**src/rtl/gdp_pkg.sv**
```systemverilog
// rtl/gdp_pkg.sv - shared GDP numeric type, saturating subtract and score buffer states
package gdp_pkg;

    typedef logic signed [15:0] num;

    localparam num NUM_MIN = 16'sh8000;
    localparam num NUM_MAX = 16'sh7FFF;

    typedef enum logic [1:0] {
        ST_IDLE    = 2'd0,
        ST_COLLECT = 2'd1,
        ST_DRAIN   = 2'd2,
        ST_DONE    = 2'd3
    } sb_state_t;

    // a - b computed at 17 bits, then clamped back into the num range
    function automatic num num_sat_sub(input num a, input num b);
        logic signed [16:0] diff;
        diff = 17'(signed'({a[15], a})) - 17'(signed'({b[15], b}));
        if (diff < -17'sd32768) begin
            return NUM_MIN;
        end else if (diff > 17'sd32767) begin
            return NUM_MAX;
        end
        return num'(diff[15:0]);
    endfunction

endpackage

```
**src/rtl/score_ram.sv**
```systemverilog
// rtl/score_ram.sv - simple dual-port score RAM with one-cycle registered read
module score_ram
    import gdp_pkg::*;
#(
    parameter int depth = 10,
    parameter int aw    = 4
) (
    input  logic          clk,
    input  logic          we,
    input  logic [aw-1:0] waddr,
    input  logic [15:0]   wdata,
    input  logic          re,
    input  logic [aw-1:0] raddr,
    output logic [15:0]   rdata
);

    num mem [0:depth-1];

    always_ff @(posedge clk) begin
        if (we) begin
            mem[waddr] <= wdata;
        end
        if (re) begin
            rdata <= mem[raddr];
        end
    end

endmodule

```
**src/rtl/senone_score_buffer.sv**
```systemverilog
// rtl/senone_score_buffer.sv - captures a frame of senone scores, tracks the best, streams normalised scores
module senone_score_buffer
    import gdp_pkg::*;
#(
    parameter int n_senones = 10,
    parameter int idx_w     = 8
) (
    input  logic               clk,
    input  logic               reset,
    input  logic               score_ready,
    input  logic [idx_w-1:0]   senone_idx,
    input  logic signed [15:0] senone_score,
    input  logic               last_senone,
    output logic               busy,
    output logic signed [15:0] best_score,
    output logic [idx_w-1:0]   best_idx,
    output logic               out_valid,
    input  logic               out_ready,
    output logic [idx_w-1:0]   out_idx,
    output logic signed [15:0] out_score,
    output logic               frame_done,
    output logic               overrun
);

    localparam int aw = (n_senones > 1) ? $clog2(n_senones) : 1;
    localparam int cw = idx_w + 1;
    localparam logic [cw-1:0] n_count = cw'(n_senones);

    sb_state_t state, state_nxt;

    logic          score_ready_q;
    logic          cap;
    logic          collecting;
    logic          idx_ok;
    logic          cap_ok;
    logic [cw-1:0] rd_addr;
    logic          rd_all;
    logic          rd_en;
    logic [15:0]   ram_q;

    assign cap        = score_ready && !score_ready_q;
    assign collecting = (state == ST_IDLE) || (state == ST_COLLECT);
    assign idx_ok     = {1'b0, senone_idx} < n_count;
    assign cap_ok     = cap && collecting && idx_ok;
    assign rd_all     = (rd_addr == n_count);
    // Prefetch the next address whenever the output slot is empty or being drained
    assign rd_en      = (state == ST_DRAIN) && !rd_all && (!out_valid || out_ready);

    always_ff @(posedge clk or posedge reset) begin
        if (reset) begin
            state <= ST_IDLE;
        end else begin
            state <= state_nxt;
        end
    end

    always_comb begin
        state_nxt = state;
        case (state)
            ST_IDLE: begin
                if (cap_ok) begin
                    state_nxt = last_senone ? ST_DRAIN : ST_COLLECT;
                end
            end
            ST_COLLECT: begin
                if (cap_ok && last_senone) begin
                    state_nxt = ST_DRAIN;
                end
            end
            ST_DRAIN: begin
                if (out_valid && out_ready && rd_all) begin
                    state_nxt = ST_DONE;
                end
            end
            ST_DONE: begin
                state_nxt = ST_IDLE;
            end
            default: begin
                state_nxt = ST_IDLE;
            end
        endcase
    end

    always_comb begin
        busy       = (state != ST_IDLE);
        frame_done = (state == ST_DONE);
    end

    always_ff @(posedge clk or posedge reset) begin
        if (reset) begin
            score_ready_q <= 1'b0;
        end else begin
            score_ready_q <= score_ready;
        end
    end

    // First capture of a frame loads unconditionally; ties keep the earlier index
    always_ff @(posedge clk or posedge reset) begin
        if (reset) begin
            best_score <= '0;
            best_idx   <= '0;
        end else if (cap_ok && ((state == ST_IDLE) || (senone_score > best_score))) begin
            best_score <= senone_score;
            best_idx   <= senone_idx;
        end
    end

    always_ff @(posedge clk or posedge reset) begin
        if (reset) begin
            overrun <= 1'b0;
        end else if (cap && (!collecting || !idx_ok)) begin
            overrun <= 1'b1;
        end
    end

    always_ff @(posedge clk or posedge reset) begin
        if (reset) begin
            rd_addr <= '0;
        end else if (state != ST_DRAIN) begin
            rd_addr <= '0;
        end else if (rd_en) begin
            rd_addr <= rd_addr + 1'b1;
        end
    end

    always_ff @(posedge clk or posedge reset) begin
        if (reset) begin
            out_valid <= 1'b0;
            out_idx   <= '0;
        end else if (rd_en) begin
            out_valid <= 1'b1;
            out_idx   <= rd_addr[idx_w-1:0];
        end else if (out_ready) begin
            out_valid <= 1'b0;
        end
    end

    // RAM read data is held until the next prefetch, so the difference is stable while stalled
    assign out_score = out_valid ? num_sat_sub(num'(ram_q), best_score) : 16'sh0000;

    score_ram #(
        .depth (n_senones),
        .aw    (aw)
    ) u_score_ram (
        .clk   (clk),
        .we    (cap_ok),
        .waddr (senone_idx[aw-1:0]),
        .wdata (senone_score),
        .re    (rd_en),
        .raddr (rd_addr[aw-1:0]),
        .rdata (ram_q)
    );

endmodule

```
**config.mk**
```make
export PLATFORM = sky130hd
export DESIGN_NAME = senone_score_buffer
export DESIGN_NICKNAME = d
export VERILOG_FILES = /design/src/rtl/gdp_pkg.sv /design/src/rtl/score_ram.sv /design/src/rtl/senone_score_buffer.sv
export SDC_FILE = /design/constraint.sdc
export NUM_CORES = 1
export LEC_CHECK = 0
export BUFFER_PORTS_ARGS = -buffer_cell sky130_fd_sc_hd__buf_4
export CAP_MARGIN = 20
export CORE_MARGIN = 2
export CORE_UTILIZATION = 50
export DETAILED_ROUTE_END_ITERATION = 6
export GPL_TIMING_DRIVEN = 1
export PLACE_DENSITY = 0.67
export SYNTH_ARGS = -nofsm -noshare
export SYNTH_HDL_FRONTEND = slang
export SYNTH_SLANG_ARGS = --single-unit
export TNS_END_PERCENT = 20
```
**constraint.sdc**
```tcl
create_clock -name clk -period 8.4 [get_ports clk]
set_input_delay 1.68 -clock clk [delete_from_list [all_inputs] [get_ports clk]]
set_output_delay 1.68 -clock clk [all_outputs]
set_load 0.02 [all_outputs]
```
==> run summary <==
The run finished with clean final reports. The core area is 0.01946 mm^2, and the initial core utilization is 51.06%. The number of global-route vias before repair was 6012.

The run gives 0 as the initial antenna violation count. The tools report the data arrival time at the worst-slack endpoint as 3.39 ns. The die is 145.0 um wide.

By count the netlist is led by edfxtp_1, dfrtp_1, a21oi_1, ha_1, mux4_2. The critical path startpoint category is a flop. Sorting the synthesized cells by area gives the leading types as edfxtp_1, dfrtp_1, mux4_2, ha_1, mux2_1.

The count of unresolved DRC violations after routing is 0. Number of warning messages in the yosys log: 0. The final cycle utilization of the critical path is 60.35%. The tools report the total setup violations reported at the end of the flow as 0. Buffers added to address setup during post-CTS repair amount to 0.

After the first detailed-routing iteration, the DRC count stood at 363. For the number of buffers created by CTS, the log shows 24. The clock arrives with 0.008525 ns of skew. The number of buffers added on ports came out at 80. The tools report the total power after layout as 0.003699 W.

The peak per-stage delay on the critical path was 0.46 ns; the post-detailed-route count of antenna-violating nets was 0. The floorplan step defined a die boundary enclosing 0.02102 mm^2. Cell count after synthesis: 652.

Data on the critical path is required at its endpoint by 6.72 ns. In this design, the critical path's most frequently occurring cell is o2111ai_1. In this run the cell area of the synthesized design comes to 0.009938 mm^2. The first global-routing pass estimated 32910 um of wire. The detailed-route via count was 5930; the maximum clock insertion buffer count was 3.

The worst path in the final design needs a cycle of 5.070 ns, including I/O delays and setup. For the multi-input combinational cell area, the log shows 0.003296 mm^2. The leading cell type by number of instances after synthesis was edfxtp_1.

After synthesis, the share of flip-flops with an asynchronous set or reset is 20.72%. For the net count of the finished layout, the log shows 814. After detailed routing, no signal wire sits above met4. Measured along the y axis, the die boundary spans 145.0 um. In this run, synthesis produced a sequential element count of 222.

Setup repair after global routing left no endpoint under its margin. Entering global routing, the biggest net connects 47 pins. The power density of the placed cells came out at 315.7 mW/mm^2. 0 antenna diodes ended up in the layout. The run gives 1453 as the filler cell count.

In this run the worst path has a maximum fanout of 15. Each instance of the synthesized netlist takes up on average 15.24 um^2. The worst hold path belongs to the class reg -> reg. The analysis attributes to cell leakage a power of 4.341 nW. In this run, post-CTS hold repair placed 0 buffers. Global routing consumed, over all layers together, 19.64% of the routing resources. The worst setup path is of the reg -> out kind.

The number of gates resized after CTS was 0. The average wire length per cell after detail routing works out to 20.26 um. For this run, the leading register cell type out of synthesis is edfxtp_1. The slew of the pin with the lowest slew margin was 1.049 ns.

Summed over all nets, the half-perimeter wirelength after detailed placement is 13840 um. Detailed routing placed a total of 9984 um of wire on met2. At the end of routability-driven placement, the weighted congestion stood at 0.8924. The number of vias per cell after detailed routing works out to 5.763. Traced cell by cell, the critical path runs through ha_1 -> fa_1 -> nand2b_1 -> a21o_1 -> a22o_1 -> o2111ai_1 -> o2111ai_1 -> o21ai_1 -> buf_4. Across the VDD grid, the largest voltage drop is 148.2 uV. For the distinct cell type count of the synthesized netlist, the log shows 56. The share of the synthesized area in the top cell type is 53.18%.

The cell at the slowest stage of the critical path was o2111ai_1. The level count of the clock H-tree was 1; the number of nets produced by synthesis was 720. For the met1 routed wirelength after detailed routing, the log shows 9341 um. For this run, the top clock speed supported by timing is 197.2 MHz.

The number of enable-type register cells in the synthesized netlist was 176; the setup total negative slack was 0 ns. Across the whole layout, storage elements account for 0.006437 mm^2. Count of standard-cell rows: 51. Relative to the synthesized area, the layout overhead comes to 17.89%. The run gives 0 as the final-report hold violation count.

The root buffer cell chosen for the clock tree is clkbuf_16. For this block, the routed nets add up to 20850 um of wire. The logs give 0 for the number of max-slew violations in the final report and 0 for the total grt overflow. For this run, the detailed router's first-pass iteration total came to 4.

The logs give 0.51 ns for the clock latency on the worst-skew pair and 81 for the top-level port count. The critical path capture point type is an output port. Dominant cell type by area after synthesis: edfxtp_1. TritonCTS built the clock tree. The sequential-to-total area share from yosys stat was 64.76%; the total met3 wirelength after detailed routing was 1162 um.

The logs give 29.99% for the max-slew headroom at the worst pin and 222 for the sink count of the clock tree. After clock tree synthesis, the clock-pin slew on the worst setup and hold paths is 0.06 ns. Of the cells placed in the final design, the portion with a size suffix greater than 1 is 23.56%. The run gives 0 as the max-capacitance violation count.
[per-stage QoR]
stage | cell area, um^2 | setup WS, ns | hold WS [ns] | utilization, % | std cells
global placement | 10860 | 4.002 | 0.4565 | 55.78 | 983
floorplan | 9938 | 3.948 | 0.5059 | - | 652
CTS | 11680 | 3.308 | 0.4942 | 60.02 | 1027
detailed placement | 10860 | 3.849 | 0.4724 | 55.78 | 983
global route | 11720 | 3.117 | 0.5149 | 60.20 | 1029
finish | 11720 | 3.330 | 0.4881 | 60.20 | 1029
[state kept, by name (all words and copies together), names as in the netlist]
register	flops
score_ready_q	1
u_score_ram.rdata	16
rd_addr	9
best_score	16
out_valid	1
out_idx	8
best_idx	8
state	2
u_score_ram.mem	160
overrun	1
[layout by cell type, fill, tap and decap left out, types with 8 or more instances in the layout]
cell type  Yosys  layout
mux2i_1       16      16
nor2b_1       24      24
inv_1         29      28
mux4_2        32      32
o21ai_0       30      30
ha_1          38      38
edfxtp_1     176     176
mux2_1        20      20
o211ai_1       8       8
nand2_1       25      25
a211oi_1      17      17
a21oi_1       38      38
dfrtp_1       46      45
clkbuf_16      0      25
buf_4          0      91
and2_1         8       8
xnor2_1       10      10
nand2b_1      12      12
nor2_1        17      14
[worst paths after layout]
kind                                      endpoint  slack (ns)                 startpoint  cells after the start
hold reg to reg             out_idx[6]$_DFFE_PP0P_        0.49     out_idx[6]$_DFFE_PP0P_                      2
setup reg to reg            rd_addr[2]$_DFFE_PP0P_        5.21     rd_addr[0]$_DFFE_PP0P_                      9
max in group asynchronous   rd_addr[0]$_DFFE_PP0P_        6.65                      reset                      3
min in group asynchronous  best_idx[3]$_DFFE_PP0P_        1.22                      reset                      2
hold / removal              out_idx[6]$_DFFE_PP0P_        0.49     out_idx[6]$_DFFE_PP0P_                      2
setup / recovery                     out_score[11]        3.33  best_score[0]$_DFFE_PP0P_                      9
[power by group]
group	leakage (nW)	switching, W	internal (W)
clock network	0.405	0.000414	0.000668
registers	2.20	0.0000693	0.00127
logic	1.73	0.000715	0.000562
total	4.34	0.00120	0.00250
[layer usage]
layer	GRT usage (%)	vias up
met5	0	-
li1	-	2707
met3	3.113	33
met1	27.77	3005
met2	32.24	185
met4	4.901	0
[critical path, delay by kind of cell, from the launching register on]
kind | cells | cell delay [ns]
and+or+nand+nor | 1 | 0.20
AOI/OAI and AO/OA | 5 | 1.45
adders and majority gates | 2 | 0.64
DFF | 1 | 0.42
buffers and inverters | 1 | 0.18
[final cells by class]
class,count,area share (%)
flip-flops and latches,222,54.94
multi-input cells,376,28.13
repair buffers,93,6.130
clock buffers,28,5.436
well taps,265,2.830
clock inverters,16,1.602
inverters,29,0.9291
[kinds of logic after synthesis]
family,after synthesis,share of synthesized area (%)
AOI/OAI and AO/OA,123,7.831
buffers and inverters,54,2.304
adders and majority gates,39,4.986
muxes,74,11.81
xor gates and xnor gates,16,1.410
and+or+nand+nor,124,6.899
DFF,222,64.76
No activity file was read; power rests on OpenSTA's default activity.
